**src/rtl/fetch_unit.sv**
```systemverilog
// Instruction fetch: drives ROM word address, registers {instr, pc} into one slot handed to decode.
// Latency: redirect -> target on rom_addr_o next cycle -> valid slot the cycle after; 1 instr/cycle streaming.
// Backpressure: slot held (no ROM advance) while valid_o && !ready_i. Optional range check via `FETCH_FAULT_EN.
module fetch_unit #(
   parameter logic [31:0] RESET_PC  = 32'h0000_0000,
   parameter int unsigned ROM_DEPTH = 256
) (
   input  logic        clk,
   input  logic        rst_n,
   output logic [31:0] rom_addr_o,
   input  logic [31:0] rom_data_i,
   input  logic        redirect_i,
   input  logic [31:0] redirect_pc_i,
   input  logic        halt_i,
   output logic [31:0] instr_o,
   output logic [31:0] pc_o,
   output logic        valid_o,
   input  logic        ready_i,
   output logic        fault_o
);

   localparam logic [31:0] NOP = 32'h0000_0013;

   typedef enum logic [1:0] {
      S_BOOT,
      S_FETCH,
      S_HALT,
      S_FAULT
   } state_t;

   state_t      state;
   logic [31:0] pc;
   logic        load;
   logic        drain;
   logic        bad_fetch;

   assign rom_addr_o = {2'b00, pc[31:2]};
   assign load       = !valid_o || ready_i;
   assign drain      = valid_o && ready_i;

`ifdef FETCH_FAULT_EN
   localparam logic [29:0] DEPTH_W = 30'(ROM_DEPTH);
   logic fault_q;

   assign bad_fetch = (pc[1:0] != 2'b00) || (pc[31:2] >= DEPTH_W);
   assign fault_o   = fault_q;
`else
   assign bad_fetch = 1'b0;
   assign fault_o   = 1'b0;
`endif

   always_ff @(posedge clk) begin
      if (!rst_n) begin
         state   <= S_BOOT;
         pc      <= RESET_PC;
         valid_o <= 1'b0;
         instr_o <= NOP;
         pc_o    <= 32'h0000_0000;
`ifdef FETCH_FAULT_EN
         fault_q <= 1'b0;
`endif
      end else if (state == S_BOOT) begin
         // one dead cycle after reset; redirect is ignored here
         state <= S_FETCH;
      end else if (redirect_i) begin
         pc      <= redirect_pc_i;
         valid_o <= 1'b0;
         state   <= S_FETCH;
`ifdef FETCH_FAULT_EN
         fault_q <= 1'b0;
`endif
      end else begin
         case (state)
            S_FETCH: begin
               if (halt_i) begin
                  state <= S_HALT;
                  if (drain) valid_o <= 1'b0;
               end else if (bad_fetch) begin
                  state <= S_FAULT;
`ifdef FETCH_FAULT_EN
                  fault_q <= 1'b1;
`endif
                  if (drain) valid_o <= 1'b0;
               end else if (load) begin
                  instr_o <= rom_data_i;
                  pc_o    <= pc;
                  valid_o <= 1'b1;
                  pc      <= pc + 32'd4;
               end
            end
            default: begin
               // S_HALT / S_FAULT: no fetch, held slot drains normally
               if (drain) valid_o <= 1'b0;
            end
         endcase
      end
   end

endmodule

```
**config.mk**
```make
export PLATFORM = sky130hd
export DESIGN_NAME = fetch_unit
export DESIGN_NICKNAME = d
export VERILOG_FILES = /design/src/rtl/fetch_unit.sv
export SDC_FILE = /design/constraint.sdc
export NUM_CORES = 1
export LEC_CHECK = 0
export ABC_AREA = 1
export BUFFER_PORTS_ARGS = -buffer_cell sky130_fd_sc_hd__buf_4
export CELL_PAD_IN_SITES_DETAIL_PLACEMENT = 1
export CELL_PAD_IN_SITES_GLOBAL_PLACEMENT = 1
export CORE_ASPECT_RATIO = 0.6
export CORE_MARGIN = 2
export CORE_UTILIZATION = 37
export DETAILED_ROUTE_END_ITERATION = 8
export GPL_TIMING_DRIVEN = 0
export PLACE_DENSITY = 0.86
export SLEW_MARGIN = 20
export SYNTH_ARGS = -nofsm -noshare
export SYNTH_HDL_FRONTEND = slang
export SYNTH_SLANG_ARGS = --single-unit
```
**constraint.sdc**
```tcl
create_clock -name clk -period 3.19 [get_ports clk]
set_input_delay 0.638 -clock clk [delete_from_list [all_inputs] [get_ports clk]]
set_output_delay 0.638 -clock clk [all_outputs]
set_load 0.005 [all_outputs]
```
==> results.cfg <==
[outcome]
outcome = completed

[die]
die_h_um = 93.5
core_area_sq_um = 12900
fp.dieArea_sq_um = 14300
ios = 167
die_x_um = 153
initial_core_util_pct = 38.2
fp-row-count = 32

[yosys]
synth-seq-cells = 99
async_reset_ff_share_pct = 0
ys_types = 32
ys_warn_count = 0
synth_top_area_share_pct = 40.2
netlist_area_sq_um = 4940
syn_avg_cell_area_sq_um = 6.76
synth_area_leader_cell = dfxtp_1
synthFlopType = dfxtp_1
synth_area_leaders = dfxtp_1, nand2_1, nor2_1
synth_enable_flop_cells = 0
synthCells = 730
ys_seq_area_share_pct = 40.2

[clock_network]
cts.path.max_buffers = 2
cts-resized-gates = 0
cts_sinks = 99
cts_tree = done
cts_root_buffer = clkbuf_16
ctsHoldBuffers = 0
cts_made_buffers = 9
path_clk_slew_ns = 0.07
post_cts_buffers = 0
htreeDepth = 3
clock_insertion_delay_worst_skew_ns = 0.35

[power_and_ir_drop]
power.internal_mw = 2.34
seq_power_share_pct = 43.2
p_sw_uw = 821
p_leak_nw = 2.93
clkPwrFrac_pct = 41.4
ir_drop_mv = 0.234
switching_share_pct = 26.0
power_frac_comb_pct = 15.4
pwr_density_cell_nw_per_um2 = 470

[placed_design]
dp_hpwl_um = 14400
globalplace.congestion = 0.945
io_buffers = 162

[critical_path]
cp.buffers_inverters = 0
worstSetupPathType = flip-flop to flip-flop
cp-start-kind = flip-flop
slowest_stage = dfxtp_1
crit_family = simple AND/OR/NAND/NOR gates
critPathCaptureType = flip-flop
worstPathArrival_ns = 2.24
cpPeakStageDelay_ns = 0.46
cp_cell_sequence = ha_1 -> nand2_1 -> nor3_1 -> nand2_1 -> nor3_1 -> o21ai_0 -> a21oi_1
crit_fanout = 5
cp_data_required_time_ns = 3.46

[cells_and_area]
drive_gt1_share_pct = 29.2
fillers = 1732
finalNetCount = 975
diodes = 0
mostFrequentLayoutCells = buf_4, nand2_1, nor2_1
mostFrequentLayoutCell = buf_4
syn2layout_area_growth_pct = 36.4

[grt]
grt.total_usage_pct = 26.3
overflow = 0
antenna_found_initial = 0
grt_pass1_vias = 5410
grt_pass1_wl_um = 29500
grt_max_degree = 18

[timing]
relSlewSlack_pct = 49.3
setup_viol_count_final = 0
worst_pin_slew_ns = 0.760
hold_ws_ns = 0.486
fin_crit_sh_pct = 61.6
rsz0062_at_grt = false
clock.fmax_mhz = 509
finalHoldViolCount = 0
fin_skew_ns = 0.00532
tns_ns = 0
maxSlewViolCount = 0
layout_min_cycle_time_ns = 1.97

[routing]
viasPerCell = 5.12
wl_um = 18800
dr.pass1.iters = 5
drc = 0
wire_per_inst_um = 17.4
vias = 5525
drt_iter0_drc = 539
detail-route-antenna-nets = 0

[flow_run]
max_cap_viol_count = 0

[hold_path]
hold_class = flip-flop to flip-flop
sequential cells by signal, summed over array words and instances, names as in the netlist:
name and cells:
pc_o 32, pc 32, instr_o 32, state 2, valid_o 1
logic make-up (layout without fill, tap and decap cells):
family / Yosys count / count (layout) / share of synthesized area, %
AND/OR/NAND/NOR: 370 / 370 / 31.1
buffers and inverters: 113 / 291 / 12.5
other: 1 / 3 / 0.0760
AO/OA/AOI/OAI: 145 / 145 / 15.8
adder cells (fa/ha/maj): 1 / 1 / 0.253
XOR/XNOR: 1 / 1 / 0.177
flip-flops: 99 / 99 / 40.2
metrics by stage:
stage	worst slack (ns)	util (%)	cell area [sq um]	power, mW	std cells
6_report	1.22	52.1	6730	3.16	1080
5_1_grt	1.10	52.1	6730	3.29	1080
4_1_cts	1.31	52.1	6730	3.18	1080
3_5_place_dp	1.00	49.3	6370	1.87	1064
3_3_place_gp	0.985	49.3	6370	1.86	1064
2_1_floorplan	1.60	-	4940	1.62	732
cell type report:
class | instances | area (sq um) | share of cell area [%]
Timing Repair Buffer | 162 | 1220 | 18.1
Clock inverter | 6 | 120 | 1.78
Tap cell | 170 | 213 | 3.16
Clock buffer | 10 | 239 | 3.55
Inverter | 44 | 165 | 2.45
Buffer | 69 | 450 | 6.69
Sequential cell | 99 | 1980 | 29.4
Multi-Input combinational cell | 520 | 2350 | 34.9
per-layer routing:
metal | GRT usage (%) | part of all wire [%] | up-vias
met2 | 38.5 | 42 | 203
met4 | 6.17 | 1.2 | 0
met3 | 5.79 | 7.3 | 21
met5 | 0 | 0 | -
li1 | - | - | 2649
met1 | 39.1 | 50 | 2652
worst reg2reg max path, delay by kind of cell, from the launching register on:
| family | cells | cell delay, ns |
|---|---|---|
| adder cells (fa/ha/maj) | 1 | 0.21 |
| AO/OA/AOI/OAI | 2 | 0.29 |
| AND/OR/NAND/NOR | 4 | 0.94 |
| flip-flops | 1 | 0.46 |
cell usage after synthesis, types with 3 or more instances:
library cell	count
a21oi_1	45
a21oi_2	6
buf_2	12
buf_4	41
buf_6	3
clkbuf_1	11
dfxtp_1	99
inv_1	39
inv_2	4
nand2_1	153
nand2_2	4
nand3_1	35
nand4_1	3
nor2_1	152
nor2_2	9
nor2_4	6
nor3_1	6
o21ai_0	66
o21ai_1	19
power groups by stage:
stage | Combinational [mW] | Sequential (mW) | Clock, mW
2_1_floorplan | 0.239 | 1.38 | 0
3_3_place_gp | 0.469 | 1.39 | 0
3_5_place_dp | 0.481 | 1.39 | 0
4_1_cts | 0.487 | 1.36 | 1.33
5_1_grt | 0.536 | 1.37 | 1.38
6_report | 0.487 | 1.37 | 1.31
path summary, 6_finish.rpt:
check,from,end,slack (ns),depth (start not counted)
setup / recovery,pc[2],pc[14],1.22,7
hold / removal,instr_o[0],instr_o[0],0.49,2
setup reg to reg,pc[2],pc[14],1.22,7
hold reg to reg,instr_o[0],instr_o[0],0.49,2
No activity file was read; power rests on OpenSTA's default activity.
